===== src/rtl/muldiv_unit.sv =====
// Iterative MULT/MULTU/DIV/DIVU unit with architectural HI/LO registers.
// Define FAST_MUL_EN to replace the shift-add multiply with a single-cycle product.
module muldiv_unit #(
  parameter int WIDTH = 32
) (
  input  logic             CLK,
  input  logic             RST,
  input  logic             start,
  input  logic [1:0]       op,
  input  logic [WIDTH-1:0] src_a,
  input  logic [WIDTH-1:0] src_b,
  input  logic             wr_hi,
  input  logic             wr_lo,
  input  logic [WIDTH-1:0] wr_data,
  output logic             busy,
  output logic             done,
  output logic             div_zero,
  output logic [WIDTH-1:0] hi,
  output logic [WIDTH-1:0] lo
);

  localparam logic [1:0] S_IDLE = 2'd0;
  localparam logic [1:0] S_MUL  = 2'd1;
  localparam logic [1:0] S_DIV  = 2'd2;
  localparam logic [1:0] S_FIX  = 2'd3;

  localparam int CW = $clog2(WIDTH);
  localparam logic [CW-1:0] CNT_LAST = CW'(WIDTH - 1);

  logic [1:0]         state_q, state_d;
  logic [2*WIDTH-1:0] acc_q, acc_d;
  logic [WIDTH-1:0]   opnd_q, opnd_d;
  logic [CW-1:0]      cnt_q, cnt_d;
  logic               is_div_q, is_div_d;
  logic               q_neg_q, q_neg_d;
  logic               r_neg_q, r_neg_d;
  logic               dz_q, dz_d;
  logic [WIDTH-1:0]   hi_q, hi_d;
  logic [WIDTH-1:0]   lo_q, lo_d;
  logic               done_q, done_d;
  logic               div_zero_q, div_zero_d;

  logic               div0;
  logic               a_neg, b_neg;
  logic [WIDTH-1:0]   a_mag, b_mag;
  logic [WIDTH:0]     rem_sh;
  logic               div_ge;
  logic [WIDTH-1:0]   div_rem_sub;

  // A divide by zero runs as unsigned so the raw dividend lands in HI
  // and the quotient naturally comes out all ones.
  assign div0  = op[1] && (src_b == '0);
  assign a_neg = ~op[0] & src_a[WIDTH-1] & ~div0;
  assign b_neg = ~op[0] & src_b[WIDTH-1] & ~div0;
  assign a_mag = a_neg ? -src_a : src_a;
  assign b_mag = b_neg ? -src_b : src_b;

  // Restoring step: the partial remainder shifted left by one is W+1 bits.
  assign rem_sh      = acc_q[2*WIDTH-1:WIDTH-1];
  assign div_ge      = rem_sh >= {1'b0, opnd_q};
  assign div_rem_sub = rem_sh[WIDTH-1:0] - opnd_q;

`ifdef FAST_MUL_EN
  logic [2*WIDTH-1:0] fast_prod;
  assign fast_prod = {{WIDTH{1'b0}}, opnd_q} * {{WIDTH{1'b0}}, acc_q[WIDTH-1:0]};
`else
  logic [WIDTH:0] mul_sum;
  assign mul_sum = {1'b0, acc_q[2*WIDTH-1:WIDTH]}
                 + (acc_q[0] ? {1'b0, opnd_q} : {(WIDTH+1){1'b0}});
`endif

  always_comb begin
    state_d    = state_q;
    acc_d      = acc_q;
    opnd_d     = opnd_q;
    cnt_d      = cnt_q;
    is_div_d   = is_div_q;
    q_neg_d    = q_neg_q;
    r_neg_d    = r_neg_q;
    dz_d       = dz_q;
    hi_d       = hi_q;
    lo_d       = lo_q;
    done_d     = 1'b0;
    div_zero_d = 1'b0;
    case (state_q)
      S_IDLE: begin
        if (start) begin
          // Multiplier / dividend sits in the low half of the accumulator.
          acc_d    = {{WIDTH{1'b0}}, op[1] ? a_mag : b_mag};
          opnd_d   = op[1] ? b_mag : a_mag;
          cnt_d    = '0;
          is_div_d = op[1];
          q_neg_d  = a_neg ^ b_neg;
          r_neg_d  = a_neg;
          dz_d     = div0;
          state_d  = op[1] ? S_DIV : S_MUL;
        end else begin
          if (wr_hi) hi_d = wr_data;
          if (wr_lo) lo_d = wr_data;
        end
      end
      S_MUL: begin
`ifdef FAST_MUL_EN
        acc_d   = fast_prod;
        state_d = S_FIX;
`else
        acc_d = {mul_sum, acc_q[WIDTH-1:1]};
        cnt_d = cnt_q + CW'(1);
        if (cnt_q == CNT_LAST) state_d = S_FIX;
`endif
      end
      S_DIV: begin
        acc_d = {div_ge ? div_rem_sub : rem_sh[WIDTH-1:0], acc_q[WIDTH-2:0], div_ge};
        cnt_d = cnt_q + CW'(1);
        if (cnt_q == CNT_LAST) state_d = S_FIX;
      end
      S_FIX: begin
        if (is_div_q) begin
          lo_d = q_neg_q ? -acc_q[WIDTH-1:0] : acc_q[WIDTH-1:0];
          hi_d = r_neg_q ? -acc_q[2*WIDTH-1:WIDTH] : acc_q[2*WIDTH-1:WIDTH];
        end else begin
          {hi_d, lo_d} = q_neg_q ? -acc_q : acc_q;
        end
        done_d     = 1'b1;
        div_zero_d = dz_q;
        state_d    = S_IDLE;
      end
      default: state_d = S_IDLE;
    endcase
  end

  always_ff @(posedge CLK) begin
    if (!RST) begin
      state_q    <= S_IDLE;
      acc_q      <= '0;
      opnd_q     <= '0;
      cnt_q      <= '0;
      is_div_q   <= 1'b0;
      q_neg_q    <= 1'b0;
      r_neg_q    <= 1'b0;
      dz_q       <= 1'b0;
      hi_q       <= '0;
      lo_q       <= '0;
      done_q     <= 1'b0;
      div_zero_q <= 1'b0;
    end else begin
      state_q    <= state_d;
      acc_q      <= acc_d;
      opnd_q     <= opnd_d;
      cnt_q      <= cnt_d;
      is_div_q   <= is_div_d;
      q_neg_q    <= q_neg_d;
      r_neg_q    <= r_neg_d;
      dz_q       <= dz_d;
      hi_q       <= hi_d;
      lo_q       <= lo_d;
      done_q     <= done_d;
      div_zero_q <= div_zero_d;
    end
  end

  assign busy     = (state_q != S_IDLE);
  assign done     = done_q;
  assign div_zero = div_zero_q;
  assign hi       = hi_q;
  assign lo       = lo_q;

endmodule


===== config.mk =====
export PLATFORM = sky130hd
export DESIGN_NAME = muldiv_unit
export DESIGN_NICKNAME = d
export VERILOG_FILES = /design/src/rtl/muldiv_unit.sv
export SDC_FILE = /design/constraint.sdc
export NUM_CORES = 1
export LEC_CHECK = 0
export CORE_MARGIN = 2
export CORE_UTILIZATION = 45
export CTS_CLUSTER_SIZE = 8
export DETAILED_ROUTE_END_ITERATION = 12
export DONT_BUFFER_PORTS = 1
export MAX_ROUTING_LAYER = met4
export PLACE_DENSITY = 0.62
export SLEW_MARGIN = 20
export SYNTH_ARGS = -nofsm -noshare
export SYNTH_HDL_FRONTEND = slang
export SYNTH_SLANG_ARGS = --single-unit

===== constraint.sdc =====
create_clock -name CLK -period 3.9 [get_ports CLK]
set_clock_uncertainty 0.2 [all_clocks]
set_input_delay 0.39 -clock CLK [delete_from_list [all_inputs] [get_ports CLK]]
set_output_delay 0.39 -clock CLK [all_outputs]
set_load 0.05 [all_outputs]

==> run summary, run 1 <==
vias = 15200
Post CTS Setup Buffer Count = 0
boundary pin count = 170
area of the core = 32500 sq um
Synth Warn # = 0
Mean Syn Cell Area = 7.49 sq um
Final HPWL DP = 42700 microns
crit path kind = register to register
metal3 WL = 5770 microns
RSZ-0062 raised after global routing = false
Final nets = 2098
CP max stage cell = a311oi_1
outcome = complete, no violations
Flop pwr share = 0.301
DRT Pass-1 Iters = 6
first-pass GRT wire length = 82300 microns
post-synthesis register bit count = 173
Max clock buf depth = 2
Max-slew headroom = 0.298
clock network power share = 0.185
TNS Setup = 0 ns
most frequently used flop master after synthesis = dfxtp_1
Die Area = 34300 sq um
max layer used = met4
total global routing overflow = 0
most frequent CP cell = buf_4
Die W = 185 microns
MaxCap Viol Count = 0
number of global-route vias before repair = 13600
P&R area growth vs syn = 8.56%
n_diodes = 0
Max stage delay on crit path = 0.39 ns
fin crit period = 3.63 ns
cell type with the largest total area after synthesis = dfxtp_1
Initial Util = 0.455
Netlist cell types = 83
routed wire length = 55100 microns
# setup viols final = 0
Tot GR Track Use = 0.325
switching power = 4.97 mW
worst-path fanout max = 6
sw frac = 0.516
commonest non-fill, non-tap cells in the layout = nor2_1 (235), a21oi_1 (190), dfxtp_1 (173), nand2_1 (164), xor2_1 (93)
post-route clock period utilization = 0.931
worst path cell trace = buf_4 > nand2_1 > inv_1 > ha_1 > a211oi_1 > o21ai_0 > and3_1 > o211a_1 > o41ai_2 > buf_4 > a21boi_0 > a311oi_1 > mux2i_1 > o2111ai_1
cell total after placement = 2329
Data required, critical path = 4.03 ns
row count = 66
Max Slew Vio Count = 0
layout cells sized above 1 = 0.0823
htree depth = 4
post-route DRC violation count = 0
WHS = 0.00589 ns
largest net degree at the start of global routing = 70
M1 WL = 24000 microns
Max VDD drop = 491 uV
EDFF count, synth = 0
DRT antenna net count = 0
synth top area cells = dfxtp_1 (23%), a21oi_1 (6.5%), ha_1 (6.3%)
WL met2 = 23400 microns
Cell Int Power = 4.66 mW
initial DRC count = 1906
Die H = 185 microns
ys async rst share = 0
crit path DAT = 3.76 ns
post-synthesis sequential area ratio = 0.235
HP Class = input port to register
Hold Crit Depth = 3
CTS tree = done
Via-to-Cell Ratio = 6.42
Yosys top cell area share = 0.235
clock-pin slew on the worst setup and hold paths = 0.09 ns
endpoint class of the critical path = register
clock tree sinks = 173
CP Launch Type = register
routability cong. = 0.995
P per Cell Area = 601 nW/um^2
final hold vios = 0
most common cell after layout, fill and taps aside = nor2_1
clk_lat worst skew = 0.46 ns
worst reg2reg path depth = 14
CTS buffer count = 17
clock tree root buffer cell = clkbuf_16
Filler cells = 3334
Syn Nets = 2149
mapped cell area = 14800 sq um
Worst-Margin Slew = 1.05 ns
initial antenna violation count = 0
combinational power share = 0.514
Port Buf Inserts = 0
P_leak = 6.23 nW
Finished Layout Cells = 2374
Post-Synthesis Cells = 1970
Avg WL per Cell = 23.2 microns
fmax = 275 MHz
-- state kept, by name, indices dropped and copies added, names as in the netlist --
register and count:
done 1, div_zero 1, dz_q 1, q_neg_q 1, r_neg_q 1, cnt_q 5, is_div_q 1, hi 32
opnd_q 32, acc_q 64, state_q 2, lo 32
-- routing by layer --
layer / track usage / up-vias
li1: - / 7116
met1: 0.439 / 7149
met2: 0.477 / 860
met3: 0.0692 / 107
met4: 0.112 / 0
met5: - / -
-- final cells by class --
| cell class | count | area (sq um) | area share |
|---|---|---|---|
| clock inverter | 15 | 189 | 0.0118 |
| sequential | 173 | 3460 | 0.216 |
| clock buffer | 17 | 425 | 0.0266 |
| multi-input combinational | 1588 | 10500 | 0.658 |
| timing repair buffer | 73 | 603 | 0.0376 |
| inverter | 66 | 249 | 0.0155 |
| tap | 442 | 553 | 0.0345 |
-- power groups by stage --
| stage | clock network, mW | logic [mW] | registers, mW |
|---|---|---|---|
| 2_1_floorplan | 0 | 3.54 | 2.69 |
| 3_5_place_dp | 0 | 4.79 | 2.92 |
| 5_1_grt | 1.87 | 5.34 | 2.94 |
| 3_3_place_gp | 0 | 4.77 | 2.91 |
| 4_1_cts | 1.79 | 4.82 | 2.88 |
| 6_report | 1.78 | 4.95 | 2.90 |
-- worst max-delay path, delay by kind of cell (launching register included) --
| family | cells | cell delay (ns) |
|---|---|---|
| adders and majority gates | 1 | 0.28 |
| muxes | 1 | 0.23 |
| buffers and inverters | 3 | 0.40 |
| DFF | 1 | 0.32 |
| and+or+nand+nor | 2 | 0.34 |
| AOI/OAI and AO/OA | 7 | 1.71 |
-- through the flow --
stage,power [mW],cell area [sq um],worst slack [ns],util
2_1_floorplan,6.23,14800,0.317,-
3_3_place_gp,7.68,15200,0.232,0.470
3_5_place_dp,7.71,15200,0.153,0.470
4_1_cts,9.50,16000,0.117,0.493
5_1_grt,10.1,16000,0.0128,0.494
6_report,9.62,16000,0.268,0.494
-- synth_stat cells, types with 7 or more instances --
cell type  instances
a211o_1            9
a211oi_1          67
a21o_1            30
a21oi_1          193
a221oi_1          12
a22o_1            14
a22oi_1           61
a31oi_1           14
and2_1            11
and3_1            16
buf_1              7
buf_2             11
clkbuf_1         121
dfxtp_1          173
ha_1              74
inv_1             65
mux2i_1           39
nand2_1          164
nand2b_1          10
nand3_1           29
nand4_1           21
nor2_1           236
nor2b_1           12
nor3_1            36
nor4_1            18
o211ai_1          19
o21a_1            12
o21ai_0           88
o21ai_1           26
o21bai_1           9
o221a_1            9
o221ai_1           7
o31ai_1           22
o31ai_2            7
o41ai_1            9
or2_2             11
or3_1             18
or4_4              8
xnor2_1           80
xor2_1            93
-- timing repair --
item                       in CTS  in global routing
hold buffers                   12                  1
resized for setup               0                  4
setup endpoints to repair       0                  5
hold endpoints to repair       40                  1
-- final timing paths --
check / from / endpoint / slack, ns
setup / recovery: acc_q[0] / acc_q[62] / 0.27
hold / removal: src_a[25] / opnd_q[25] / 0.006
setup reg to reg: acc_q[0] / acc_q[62] / 0.27
hold reg to reg: opnd_q[13] / opnd_q[13] / 0.26
-- cell families after synthesis --
| kind of cell | Yosys count | share of synthesized area |
|---|---|---|
| AOI/OAI and AO/OA | 686 | 0.318 |
| muxes | 40 | 0.0272 |
| and+or+nand+nor | 613 | 0.196 |
| buffers and inverters | 209 | 0.0559 |
| xor gates and xnor gates | 173 | 0.103 |
| adders and majority gates | 76 | 0.0654 |
| DFF | 173 | 0.235 |
(Power assumes the default switching activity.)
==> run 2: changes to the inputs <==
Settings changed: ABC_CLOCK_PERIOD_IN_PS from default to 3900, CORE_UTILIZATION 45 to 60, PLACE_DENSITY 0.62 to 0.78.
==> run 2 against run 1 <==
Effect of this change: design area shrank 0.27%; combinational power is essentially flat; clock power grew 3%; largest cell class unchanged.
==> run summary, run 2 (same netlist as run 1, synthesis figures left out) <==
CTS tree = done
area of the core = 24200 sq um (-25%)
CTS buffer count = 17 (unchanged)
Final HPWL DP = 40200 microns (-5.9%)
total global routing overflow = 0 (unchanged)
clk_lat worst skew = 0.46 ns (about the same)
Filler cells = 2124 (-36%)
DRT antenna net count = 0 (unchanged)
# setup viols final = 0 (unchanged)
crit path DAT = 3.83 ns (+0.07 ns)
sw frac = 0.510 (-0.00568)
n_diodes = 0 (unchanged)
P per Cell Area = 607 nW/um^2 (+1.1%)
Top reg by flops = acc_q
Flop pwr share = 0.299 (-0.002)
P&R area growth vs syn = 8.27%
number of global-route vias before repair = 13800 (+1.6%)
TNS Setup = 0 ns (unchanged)
worst reg2reg path depth = 13 (-1)
largest net degree at the start of global routing = 75 (+7.1%)
clock network power share = 0.190 (+0.005)
Die H = 161 microns (-13%)
Worst-Margin Slew = 0.989 ns (-0.0619 ns)
worst-path fanout max = 12 (+6)
Max-slew headroom = 0.341 (+0.0428)
crit path kind = register to register
Cell Int Power = 4.75 mW (+2.0%)
Via-to-Cell Ratio = 6.88 (+7.2%)
outcome = complete, no violations
Die W = 161 microns (-13%)
Hold Crit Depth = 2 (-1)
clock tree sinks = 173 (unchanged)
Data required, critical path = 4.03 ns (about the same)
htree depth = 4 (unchanged)
Avg WL per Cell = 23.5 microns (+1.1%)
fin crit period = 3.70 ns (+0.0717 ns)
Storage cell area = 3460 sq um (unchanged)
HP Class = input port to register
post-route clock period utilization = 0.950 (+0.0184)
commonest non-fill, non-tap cells in the layout = nor2_1 (235), a21oi_1 (189), dfxtp_1 (173), nand2_1 (164), xor2_1 (93)
Die Area = 25900 sq um (-24%)
layout cells sized above 1 = 0.0868 (+0.00448)
CP Launch Type = register
clock-pin slew on the worst setup and hold paths = 0.08 ns (about the same)
row count = 57 (-14%)
clock tree root buffer cell = clkbuf_16
Max VDD drop = 375 uV (-24%)
endpoint class of the critical path = register
RSZ-0062 raised after global routing = false
Initial Util = 0.609 (+0.154)
boundary pin count = 170 (unchanged)
fmax = 270 MHz (-1.9%)
P_leak = 6.27 nW (+0.62%)
Max clock buf depth = 2 (unchanged)
flip-flop count of the largest register after layout = 64 (unchanged)
Power Total = 9.70 mW (+0.80%)
vias = 15500 (+2.1%)
routability cong. = 1.05 (+5.7%)
MaxCap Viol Count = 0 (unchanged)
switching power = 4.95 mW (-0.31%)
area of the multi-input gates = 10600 sq um (+0.37%)
DRT Pass-1 Iters = 7 (+1)
Final nets = 2102 (+0.19%)
routed wire length = 53000 microns (-3.7%)
initial DRC count = 2411 (+26%)
post-route DRC violation count = 0 (unchanged)
WHS = 0.000789 ns (-0.00510 ns)
initial antenna violation count = 0 (unchanged)
Max Slew Vio Count = 0 (unchanged)
Tot GR Track Use = 0.403 (+0.0788)
most common cell after layout, fill and taps aside = nor2_1
Port Buf Inserts = 0 (unchanged)
combinational power share = 0.511 (-0.003)
first-pass GRT wire length = 79400 microns (-3.6%)
final hold vios = 0 (unchanged)
[run 2: cell types whose count changed in the layout (fill, tap and decap cells not counted), moves of 2 or more]
cell        delta
inv_8          +2
inv_6          -4
clkinv_8       -2
buf_4          +4
buf_16         +2
clkinvlp_4     +3
[run 2: path summary, 6_finish.rpt]
path / start / to / slack (ns)
max: acc_q[0] / acc_q[58] / 0.20
min: op[1] / opnd_q[10] / 0.0008
max reg2reg: acc_q[0] / acc_q[58] / 0.20
min reg2reg: opnd_q[13] / opnd_q[13] / 0.26
[run 2: power groups by stage]
stage               clock, mW  sequential (mW)  combinational (mW)
floorplan                   0             2.69                3.54
global placement            0             2.90                4.62
detailed placement          0             2.91                4.69
CTS                      1.83             2.87                4.74
global route             1.89             2.93                5.31
finish                   1.84             2.90                4.96
[run 2: cell type report]
| cell class | instances | area share |
|---|---|---|
| clock buffers | 17 | 0.0266 |
| clock inverters | 15 | 0.0124 |
| inverters | 66 | 0.0157 |
| multi-input cells | 1588 | 0.662 |
| flip-flops and latches | 173 | 0.217 |
| well taps | 324 | 0.0254 |
| repair buffers | 77 | 0.0412 |
[run 2: critical path, stage by stage, from the launching register on]
cell        delay, ns
dfxtp_1          0.41
clkinvlp_4       0.26
buf_4            0.21
nor2_1           0.10
ha_1             0.27
or2_2            0.30
o311a_1          0.14
and3_1           0.20
o211a_1          0.28
o41ai_4          0.37
a21oi_1          0.19
o41ai_1          0.35
xor2_1           0.19
o221ai_1         0.12
[run 2: layer usage]
layer  global-route usage  vias up  wire length (microns)
met5                    -        -                      0
met4                0.170        0                   2410
met3               0.0865      150                   6500
met2                0.590     1067                  22600
met1                0.538     7191                  21600
li1                     -     7139                      -
[run 2: what timing repair did]
action / in CTS / in global routing
endpoints found under the hold margin: 42 / 0
hold buffers: 12 / 0
setup endpoints to repair: 0 / 7
setup buffers: 0 / 5
gates resized for setup: 0 / 11
[run 2: stage by stage]
step           std cells  instance area, sq um  setup WS [ns]  utilization
2_1_floorplan       1970                 14800          0.317            -
3_3_place_gp        2209                 15100          0.144        0.622
3_5_place_dp        2209                 15100          0.117        0.622
4_1_cts             2253                 15800         0.0517        0.653
5_1_grt             2260                 16000         0.0159        0.659
6_report            2260                 16000          0.196        0.659
